<file path="config.mk">
export PLATFORM = sky130hd
export DESIGN_NAME = cla_pipelined_adder
export DESIGN_NICKNAME = d
export VERILOG_FILES = /design/src/rtl/cla_pipelined_adder.sv
export SDC_FILE = /design/constraint.sdc
export NUM_CORES = 1
export LEC_CHECK = 0
export CORE_ASPECT_RATIO = 0.8
export CORE_MARGIN = 2
export CORE_UTILIZATION = 45
export CTS_CLUSTER_DIAMETER = 200
export DETAILED_ROUTE_END_ITERATION = 12
export GPL_TIMING_DRIVEN = 0
export PLACE_DENSITY = 0.68
export SETUP_SLACK_MARGIN = 0.5
export SLEW_MARGIN = 20
export SYNTH_ARGS = -nofsm -noshare
export SYNTH_HDL_FRONTEND = slang
export SYNTH_SLANG_ARGS = --single-unit
</file>
<file path="constraint.sdc">
create_clock -name clk -period 1.7 [get_ports clk]
set_clock_uncertainty 0.05 [all_clocks]
set_input_delay 0.51 -clock clk [delete_from_list [all_inputs] [get_ports clk]]
set_output_delay 0.51 -clock clk [all_outputs]
set_load 0.05 [all_outputs]
</file>
<file path="src/rtl/cla_pipelined_adder.sv">
// Pipelined carry-look-ahead adder/subtractor: each stage resolves one SEG_WIDTH-bit
// segment and forwards its carry, with valid/ready flow control on both sides.
module cla_pipelined_adder #(
    parameter  int WIDTH     = 16,
    parameter  int SEG_WIDTH = 4,
    localparam int NSEG      = WIDTH / SEG_WIDTH
) (
    input  logic             clk,
    input  logic             rst_n,
    input  logic             in_valid,
    output logic             in_ready,
    input  logic [WIDTH-1:0] in1,
    input  logic [WIDTH-1:0] in2,
    input  logic             c_in,
    input  logic             sub,
    output logic             out_valid,
    input  logic             out_ready,
    output logic [WIDTH-1:0] sum,
    output logic             c_out,
    output logic             overflow
);

    if ((SEG_WIDTH < 1) || (WIDTH % SEG_WIDTH != 0)) begin : g_bad_width
        $error("cla_pipelined_adder: WIDTH must be a multiple of SEG_WIDTH");
    end

    logic [NSEG-1:0]  v_q, v_d;
    logic [WIDTH-1:0] a_q [NSEG];
    logic [WIDTH-1:0] a_d [NSEG];
    logic [WIDTH-1:0] b_q [NSEG];
    logic [WIDTH-1:0] b_d [NSEG];
    logic [WIDTH-1:0] s_q [NSEG];
    logic [WIDTH-1:0] s_d [NSEG];
    logic [NSEG-1:0]  c_q, c_d;
    logic             msb_q, msb_d;
    logic [NSEG:0]    rdy;

    logic [NSEG-1:0]  up_v;
    logic [WIDTH-1:0] a_up [NSEG];
    logic [WIDTH-1:0] b_up [NSEG];
    logic [WIDTH-1:0] s_up [NSEG];
    logic [NSEG-1:0]  c_up;

    // Flattened look-ahead: every carry is a sum of generate/propagate products.
    function automatic logic [SEG_WIDTH:0] cla_carries(
        input logic [SEG_WIDTH-1:0] g,
        input logic [SEG_WIDTH-1:0] p,
        input logic                 cin
    );
        logic [SEG_WIDTH:0] c;
        logic               acc;
        logic               pp;
        c[0] = cin;
        for (int i = 0; i < SEG_WIDTH; i++) begin
            acc = g[i];
            pp  = p[i];
            for (int j = i - 1; j >= 0; j--) begin
                acc = acc | (pp & g[j]);
                pp  = pp & p[j];
            end
            c[i+1] = acc | (pp & cin);
        end
        return c;
    endfunction

    always_comb begin : p_ready
        logic r;
        r         = out_ready;
        rdy       = '0;
        rdy[NSEG] = out_ready;
        for (int k = NSEG - 1; k >= 0; k--) begin
            r      = !v_q[k] || r;
            rdy[k] = r;
        end
    end

    assign in_ready = rdy[0];

    // Stage 0 sees the raw operands; operand B is inverted here so sub travels as data.
    always_comb begin : p_upstream
        up_v    = '0;
        c_up    = '0;
        up_v[0] = in_valid;
        a_up[0] = in1;
        b_up[0] = sub ? ~in2 : in2;
        s_up[0] = '0;
        c_up[0] = sub | c_in;
        for (int k = 1; k < NSEG; k++) begin
            up_v[k] = v_q[k-1];
            a_up[k] = a_q[k-1];
            b_up[k] = b_q[k-1];
            s_up[k] = s_q[k-1];
            c_up[k] = c_q[k-1];
        end
    end

    always_comb begin : p_next
        logic [SEG_WIDTH-1:0] g;
        logic [SEG_WIDTH-1:0] p;
        logic [SEG_WIDTH:0]   cc;
        logic [WIDTH-1:0]     s_new;
        v_d   = v_q;
        a_d   = a_q;
        b_d   = b_q;
        s_d   = s_q;
        c_d   = c_q;
        msb_d = msb_q;
        g     = '0;
        p     = '0;
        cc    = '0;
        s_new = '0;
        for (int k = 0; k < NSEG; k++) begin
            g     = a_up[k][k*SEG_WIDTH +: SEG_WIDTH] & b_up[k][k*SEG_WIDTH +: SEG_WIDTH];
            p     = a_up[k][k*SEG_WIDTH +: SEG_WIDTH] ^ b_up[k][k*SEG_WIDTH +: SEG_WIDTH];
            cc    = cla_carries(g, p, c_up[k]);
            s_new = s_up[k];
            s_new[k*SEG_WIDTH +: SEG_WIDTH] = p ^ cc[SEG_WIDTH-1:0];
            if (rdy[k]) begin
                v_d[k] = up_v[k];
                if (up_v[k]) begin
                    a_d[k] = a_up[k];
                    b_d[k] = b_up[k];
                    s_d[k] = s_new;
                    c_d[k] = cc[SEG_WIDTH];
                    if (k == NSEG - 1) begin
                        msb_d = cc[SEG_WIDTH-1];
                    end
                end
            end
        end
    end

    always_ff @(posedge clk or negedge rst_n) begin
        if (!rst_n) begin
            v_q   <= '0;
            c_q   <= '0;
            msb_q <= 1'b0;
            for (int k = 0; k < NSEG; k++) begin
                a_q[k] <= '0;
                b_q[k] <= '0;
                s_q[k] <= '0;
            end
        end else begin
            v_q   <= v_d;
            c_q   <= c_d;
            msb_q <= msb_d;
            for (int k = 0; k < NSEG; k++) begin
                a_q[k] <= a_d[k];
                b_q[k] <= b_d[k];
                s_q[k] <= s_d[k];
            end
        end
    end

    assign out_valid = v_q[NSEG-1];
    assign sum       = s_q[NSEG-1];
    assign c_out     = c_q[NSEG-1];
    assign overflow  = msb_q ^ c_q[NSEG-1];

endmodule
</file>
Word level (Yosys, flattened, before mapping)
Cells that the tools add are included.
- reduce and logical (&&, ||, !) cells: 12
- bitwise gates (word level): 119
- multiplexer cells: 1
- operator list (kind ; number):
    $and 1x1->1 ; 64
    $or 1x1->1 ; 41
    $xor 4x4->4 ; 8
    $and 4x4->4 ; 4
    $mux 16 ; 1
    $not 16->16 ; 1
    $reduce_and 2->1 ; 4
    $logic_not 1->1 ; 4
    $logic_or 1x1->1 ; 4
    $xor 1x1->1 ; 1
- register bits after elaboration: 145
- logic and storage cells: 151
- bits of input ports: 38
- output and inout port bits: 20

Depth between registers and ports, before layout
Gate-level depths: netlist (run 1).
- word-level depth: 8
- depth in mapped cells: 8
- depth with buffers taken out: 6

Worst setup path after synthesis (run 1)
No wires, ideal clock.
- path type: input to register
- start point: input sub
- end point: register c_q[0]
- path buffers: 2
- arrival time: 1935 ps
- setup slack: -412 ps
- required time: 1524 ps
- stages: 8
- library setup time: 126 ps
- cell sequence: buf_2 > buf_2 > xor2_1 > ha_1 > o21ai_0 > a22oi_1 > a21oi_1 > o21ai_0
- word-level cells in the longest chain between the ends: 7
- elaborated cells on any way between the ends: 15
- classes of those cells: 1 x mux; 14 x bitwise
- ends and longest elaborated chain (item ; line ; RTL):
    start: declaration ; 15 ; input logic sub,
    $mux 16 ; 85 ; b_up[0] = sub ? ~in2 : in2;
    $xor 4x4->4 or $and 4x4->4 (tied branches) ; 114, 113 ;
    $and 1x1->1, on equally long branches ; 58, 59 ;
    $or 1x1->1 (tied with other cells) (2 in series) ; 58 ; acc = acc | (pp & g[j]);
    $or 1x1->1 or $and 1x1->1 (tied branches) ; 58, 61 ;
    $or 1x1->1 * ; 61 ; c[i+1] = acc | (pp & cin);
    end signal: assignment ; 136 ; c_q <= '0;
    end signal: assignment ; 145 ; c_q <= c_d;
    end: declaration ; 34 ; logic [NSEG-1:0] c_q, c_d;
Every way passes the cells marked *; elsewhere a longest branch is shown, timed or not.
A chain may end at the register's enable or synchronous reset.

Final worst setup path (run 1)
- start point: register v_q[3]
- end point: output in_ready
- word-level cells in the longest chain between the ends: 5
- ends and longest elaborated chain (item ; line ; RTL):
    start: declaration ; 27 ; logic [NSEG-1:0] v_q, v_d;
    start signal: assignment ; 144 ; v_q <= v_d;
    $logic_not 1->1 ; 72 ; r = !v_q[k] || r;
    $logic_or 1x1->1 (4 in series) ; 72 ;
    end: declaration ; 11 ; output logic in_ready,
Every way passes these cells.

==> impl_metrics.tcl, run 1 <==
set metrics [dict create \
    cts.clk_slew.worst_paths_ns 0.07 \
    finalWeightedCongestion 0.838 \
    hp-class "input port to asynchronous set/reset pin" \
    core_region_area_um2 9610 \
    max-vdd-ir-drop_mv 0.751 \
    r2r_end "a_q[52]" \
    route.antenna.remaining_nets 0 \
    groute.usage.overall_pct 18.7 \
    fin_tns_setup_ns -3.58 \
    timing.final.ws_setup_ns -0.140 \
    hold_ws_ns -0.0514 \
    post_synth.cell_area_avg_um2 13.0 \
    critPathKind "flop to output port" \
    power.density_nw_per_um2 1650 \
    mostFrequentLayoutCell "dfrtp_1" \
    grt_start_max_net_pins 79 \
    clock_tree.buffer_depth 2 \
    postRouteWirelength_mm 9.73 \
    max_freq_ghz 0.544 \
    setup_viol 46 \
    boundaryPins 58 \
    reg2reg_setup_slack_ns -0.10 \
    grt_overflow_total 0 \
    detail_route.first_pass.iterations 4 \
    net_count_reported_at_finish 537 \
    crit_arrival_ns 1.28 \
    tritoncts "yes" \
    synth.yosys.seq_area_share_pct 54.7 \
    layout.cells.most_common_list "dfrtp_1, mux2_4, buf_4, buf_6, o21ai_1" \
    layout-drive-gt1-share_pct 50.4 \
    insertedDiodeCount 0 \
    detail_route.drc_violations 0 \
    crit_fanout 3 \
    die_span_x_um 115 \
    synthCells 341 \
    dp.final_hpwl_mm 5.93 \
    place_ws_ns -1.08 \
    syn-num-nets 401 \
    finalInstanceArea_um2 6970 \
    total_leakage_power_nw 3.26 \
    initial_util_pct 46.2 \
    placementRows 32 \
    netlist.top_cell.by_area "dfrtp_1" \
    utilization_pct 72.5 \
    run_status "complete, but fails checks" \
    required_ns 1.14 \
    flow.area_growth_from_synthesis_pct 57.1 \
    buffer_ports.inserted 56 \
    final.period_utilization_pct 108 \
    route.detailed.wl_per_inst_um 16.2 \
    final_hold_violation_count 19 \
    antenna_found_initial 0 \
    ys_warn_count 0 \
    clockRootBuffer "clkbuf_16" \
    grt_setup_unrepaired "yes" \
    regToRegStartpoint "v_q[3]" \
    cts-htree-levels 3 \
    final_max_slew_viol_count 0 \
    die_area_um2 10700 \
    max-cap-violations 0 \
    synth.lib_cells_used.distinct 27 \
    die-height_um 92.8 \
    grt_first_pass_wirelength_mm 15.3 \
    numCtsBuffers 9 \
    total_number_of_vias 2967 \
    ys_top_cells_by_area "dfrtp_1, mux2_2, ha_1" \
    detail_route.vias_per_cell 4.94 \
    timing_worst_slew_pin_value_ns 0.382 \
    final_cells 601 \
    clock_latency_ns 0.34 \
    ys_ff_latch 97 \
    maxSlewHeadroom_pct 74.5 \
    cp-end-kind "output port" \
    drtIter0Drc 112 \
    syn_area_um2 4440 \
    dpl.cell_count 517 \
    placed_area_um2 5620 \
    violated_checks "hold timing, setup timing" \
    r2r_cells 7 \
    via_count_of_the_first_global_routing_pass 3004 \
    synth_largest_type_area_fraction_pct 54.7 \
    crit_path_start_kind "flop" \
    clock-sinks 97 \
    timing.final.crit_period_ns 1.84 \
]
[worst max-delay path: stages (launching register included)]
cell      delay (ns)
dfrtp_2         0.41
nand4b_4        0.12
or2_4           0.26
buf_8           0.15
[routing by layer]
metal / track usage [%] / share of wire, % / vias up
li1: - / - / 1437
met1: 25.9 / 46 / 1471
met2: 30.4 / 50 / 51
met3: 3.60 / 2.9 / 8
met4: 4.92 / 1.0 / 0
met5: 0 / 0 / -
[kinds of logic (layout without fill, tap and decap cells)]
logic type / count (synthesis) / in the layout / share of synthesized area (%)
flops: 97 / 97 / 54.7
fa+ha+maj: 22 / 22 / 6.88
simple gates: 43 / 43 / 4.54
xor+xnor: 29 / 29 / 5.72
mux: 64 / 64 / 16.2
compound gates: 54 / 54 / 7.08
buf+inv: 32 / 173 / 4.82
[metrics by stage]
step / power [mW] / hold WS (ns)
after floorplan: 6.87 / 0.164
after global placement: 7.78 / 0.415
after detailed placement: 7.93 / 0.316
after CTS: 11.0 / -0.0456
after global routing: 12.1 / -0.0403
final: 11.5 / -0.0514
[worst max-delay path by stage]
stage,endpoint,slack (ns),depth (start not counted),startpoint
after floorplan,s_q[51],-0.18,8,sub
after global placement,v_q[3],-3.79,1,rst_n
after detailed placement,in_ready,-1.08,4,out_ready
after CTS,in_ready,-0.15,3,v_q[1]
after global routing,in_ready,-0.17,3,v_q[3]
final,in_ready,-0.14,3,v_q[3]
[cells in the mapped netlist]
cell type  count
buf_6          1
dfrtp_1       97
o21bai_1       3
o21ai_0       32
or2_2          1
a21o_1         3
buf_4         21
inv_1          4
a211oi_1       6
nand3b_1       1
xor2_1         9
nand4b_4       1
nand2_1       30
mux2_1         6
nand2b_1       4
nor3_1         1
xnor2_1       20
o21ai_4        1
a21oi_1        8
fa_1           4
a22oi_1        1
mux2_2        58
nor2_1         4
clkbuf_2       1
nand2_2        1
ha_1          18
buf_2          5
[state kept, by name, indices dropped and copies added, names as in the netlist]
signal / cells
msb_q: 1
p_next.s_new: 12
s_q: 12
sum: 16
a_q: 24
v_q: 4
b_q: 24
c_q: 4
[report_power, final]
group	switching [mW]	internal [mW]	total [mW]
logic	2.39	3.41	5.80
registers	0.645	3.11	3.76
clock network	0.906	1.05	1.95
total	3.94	7.58	11.5
[cell type report]
| type | instances | area [µm²] |
|---|---|---|
| Inverter | 4 | 15.0 |
| Timing Repair Buffer | 125 | 1370 |
| Clock buffer | 10 | 239 |
| Sequential cell | 97 | 2430 |
| Buffer | 28 | 400 |
| Multi-Input combinational cell | 212 | 2310 |
| Clock inverter | 6 | 47.5 |
| Tap cell | 119 | 149 |
| Fill cell | 653 | 2640 |
[repair_timing]
action	in CTS	in global routing
resized for setup	227	23
pin swaps	26	17
buffers inserted	40	22
endpoints found under the hold margin	19	19
endpoints found under the setup margin	114	113
gates cloned	5	1
Note: power is estimated with default switching activity, not from simulation.
==> run 2: changes to the inputs <==
- CORE_UTILIZATION: 45 -> 50
- PLACE_DENSITY: 0.68 -> 0.74
- REMOVE_ABC_BUFFERS: not set -> 1
- clock period: 1.7 -> 2 ns (I/O delays scaled with it)
==> run 2 against run 1 <==
Effect of this change: wire length down 3.2%; global-route usage down 0.36 points; cell area down 16%; utilization down 3.8 points; highest routed layer unchanged; non-clock buffer count down 68; register-to-register slack better by 0.21 ns; combinational power down 41%; the run now ends clean; critical path depth unchanged; cell count down 11%; sequential power down 18%; clock power down 30%; via count down 5.2%.
==> impl_metrics.tcl, run 2 (same netlist as run 1, synthesis figures left out) <==
set metrics [dict create \
    fin_tns_setup_ns 0 \
    flow.area_growth_from_synthesis_pct 32.7 \
    power.density_nw_per_um2 1330 \
    final.period_utilization_pct 97.2 \
    reg2reg_setup_slack_ns 0.11 \
    insertedDiodeCount 0 \
    timing.final.crit_period_ns 1.94 \
    required_ns 1.35 \
    buffer_ports.inserted 57 \
    critPathKind "flop to output port" \
    die_span_x_um 109 \
    maxSlewHeadroom_pct 56.2 \
    tritoncts "yes" \
    antenna_found_initial 0 \
    core_region_area_um2 8560 \
    detail_route.first_pass.iterations 4 \
    final_max_slew_viol_count 0 \
    initial_util_pct 51.8 \
    numCtsBuffers 9 \
    hp-class "input port to asynchronous set/reset pin" \
    crit_fanout 4 \
    die-height_um 88.3 \
    max_freq_ghz 0.514 \
    regToRegStartpoint "v_q[3]" \
    setup_viol 0 \
    die_area_um2 9650 \
    crit_path_start_kind "flop" \
    cts.clk_slew.worst_paths_ns 0.09 \
    boundaryPins 58 \
    run_status "finished clean" \
    placementRows 30 \
    groute.usage.overall_pct 18.4 \
    finalWeightedCongestion 0.725 \
    grt_overflow_total 0 \
    detail_route.drc_violations 0 \
    clock-sinks 97 \
    mostFrequentLayoutCell "dfrtp_1" \
    drtIter0Drc 83 \
    total_number_of_vias 2812 \
    r2r_cells 5 \
    max-vdd-ir-drop_mv 0.912 \
    route.antenna.remaining_nets 0 \
    total_power_mw 7.83 \
    layout.cells.most_common_list "dfrtp_1, mux2_2, nand2_1, clkdlybuf4s50_1" \
    route.detailed.wl_per_inst_um 17.7 \
    clockRootBuffer "clkbuf_8" \
    timing_worst_slew_pin_value_ns 0.654 \
    postRouteWirelength_mm 9.41 \
    grt_first_pass_wirelength_mm 13.4 \
    cp-end-kind "output port" \
    detail_route.vias_per_cell 5.28 \
    total_leakage_power_nw 2.58 \
    r2r_end "c_q[1]" \
    fillCellCount 597 \
    layout-drive-gt1-share_pct 39.4 \
    max-cap-violations 0 \
    clock_tree.buffer_depth 2 \
    grt_setup_unrepaired "yes" \
    cts-htree-levels 3 \
    clock_latency_ns 0.36 \
    grt_start_max_net_pins 59 \
    crit_arrival_ns 1.29 \
    via_count_of_the_first_global_routing_pass 2827 \
    net_count_reported_at_finish 476 \
    final_hold_violation_count 0 \
    dp.final_hpwl_mm 4.96 \
]
==> run 2: cell types whose count changed in the layout (fill, tap and decap cells not counted), moves of 7 or more <==
cell / change
buf_8: -22
mux2_2: +57
buf_6: -14
buf_4: -20
clkbuf_16: -10
o21ai_0: +23
o21ai_1: -25
mux2_4: -63
clkbuf_8: +7
==> run 2: how the worst max path moves through the flow <==
stage,start,endpoint,cells past startpoint
final,v_q[0],in_ready,3
after global routing,v_q[0],in_ready,3
after CTS,v_q[0],in_ready,3
after detailed placement,sub,s_q[51],7
after global placement,rst_n,s_q[49],1
after floorplan,v_q[3],a_q[57],3
==> run 2: area by class of cell <==
type	instances	area, µm²	area share (%)
sequential	97	2430	41.2
clock buffer	11	131	2.23
multi-input combinational	219	2170	36.9
clock inverter	5	80.1	1.36
inverter	4	17.5	0.298
timing repair buffer	85	915	15.5
tap	112	140	2.38
==> run 2: where the power goes <==
part	leakage, nW	internal (mW)	switching (mW)
Sequential	1.16	2.64	0.440
Clock	0.0995	0.704	0.654
Combinational	1.32	1.63	1.76
Total	2.58	4.97	2.86
==> run 2: per-layer routing <==
layer	global-route usage, %	wire length [µm]
met1	23.8	4090
met3	5.45	542
met4	3.91	48
met2	31.0	4730
met5	0	0
==> run 2: through the flow <==
stage	setup WS (ns)	hold WS [ns]	cell area (µm²)	instances	utilization, %
floorplan	-0.113	0.254	4240	313	-
global placement	-3.21	0.409	4950	482	57.8
detailed placement	-1.22	0.416	4980	483	58.2
CTS	0.0219	0.0888	5380	513	62.8
global route	-0.00392	0.0908	5890	533	68.8
finish	0.0551	0.0929	5890	533	68.8
==> run 2: repair_timing <==
| action | in CTS | in global routing |
|---|---|---|
| hold buffers | 0 | 0 |
| buffers inserted | 12 | 14 |
| endpoints found under the setup margin | 113 | 111 |
| pin swaps | 12 | 27 |
| resized for setup | 163 | 69 |
| gates cloned | 2 | 6 |
==> run 2: critical path, cell delays in order (launching register included) <==
cell and delay [ns]:
dfrtp_1 0.45, inv_4 0.07, or2_4 0.27, buf_8 0.15
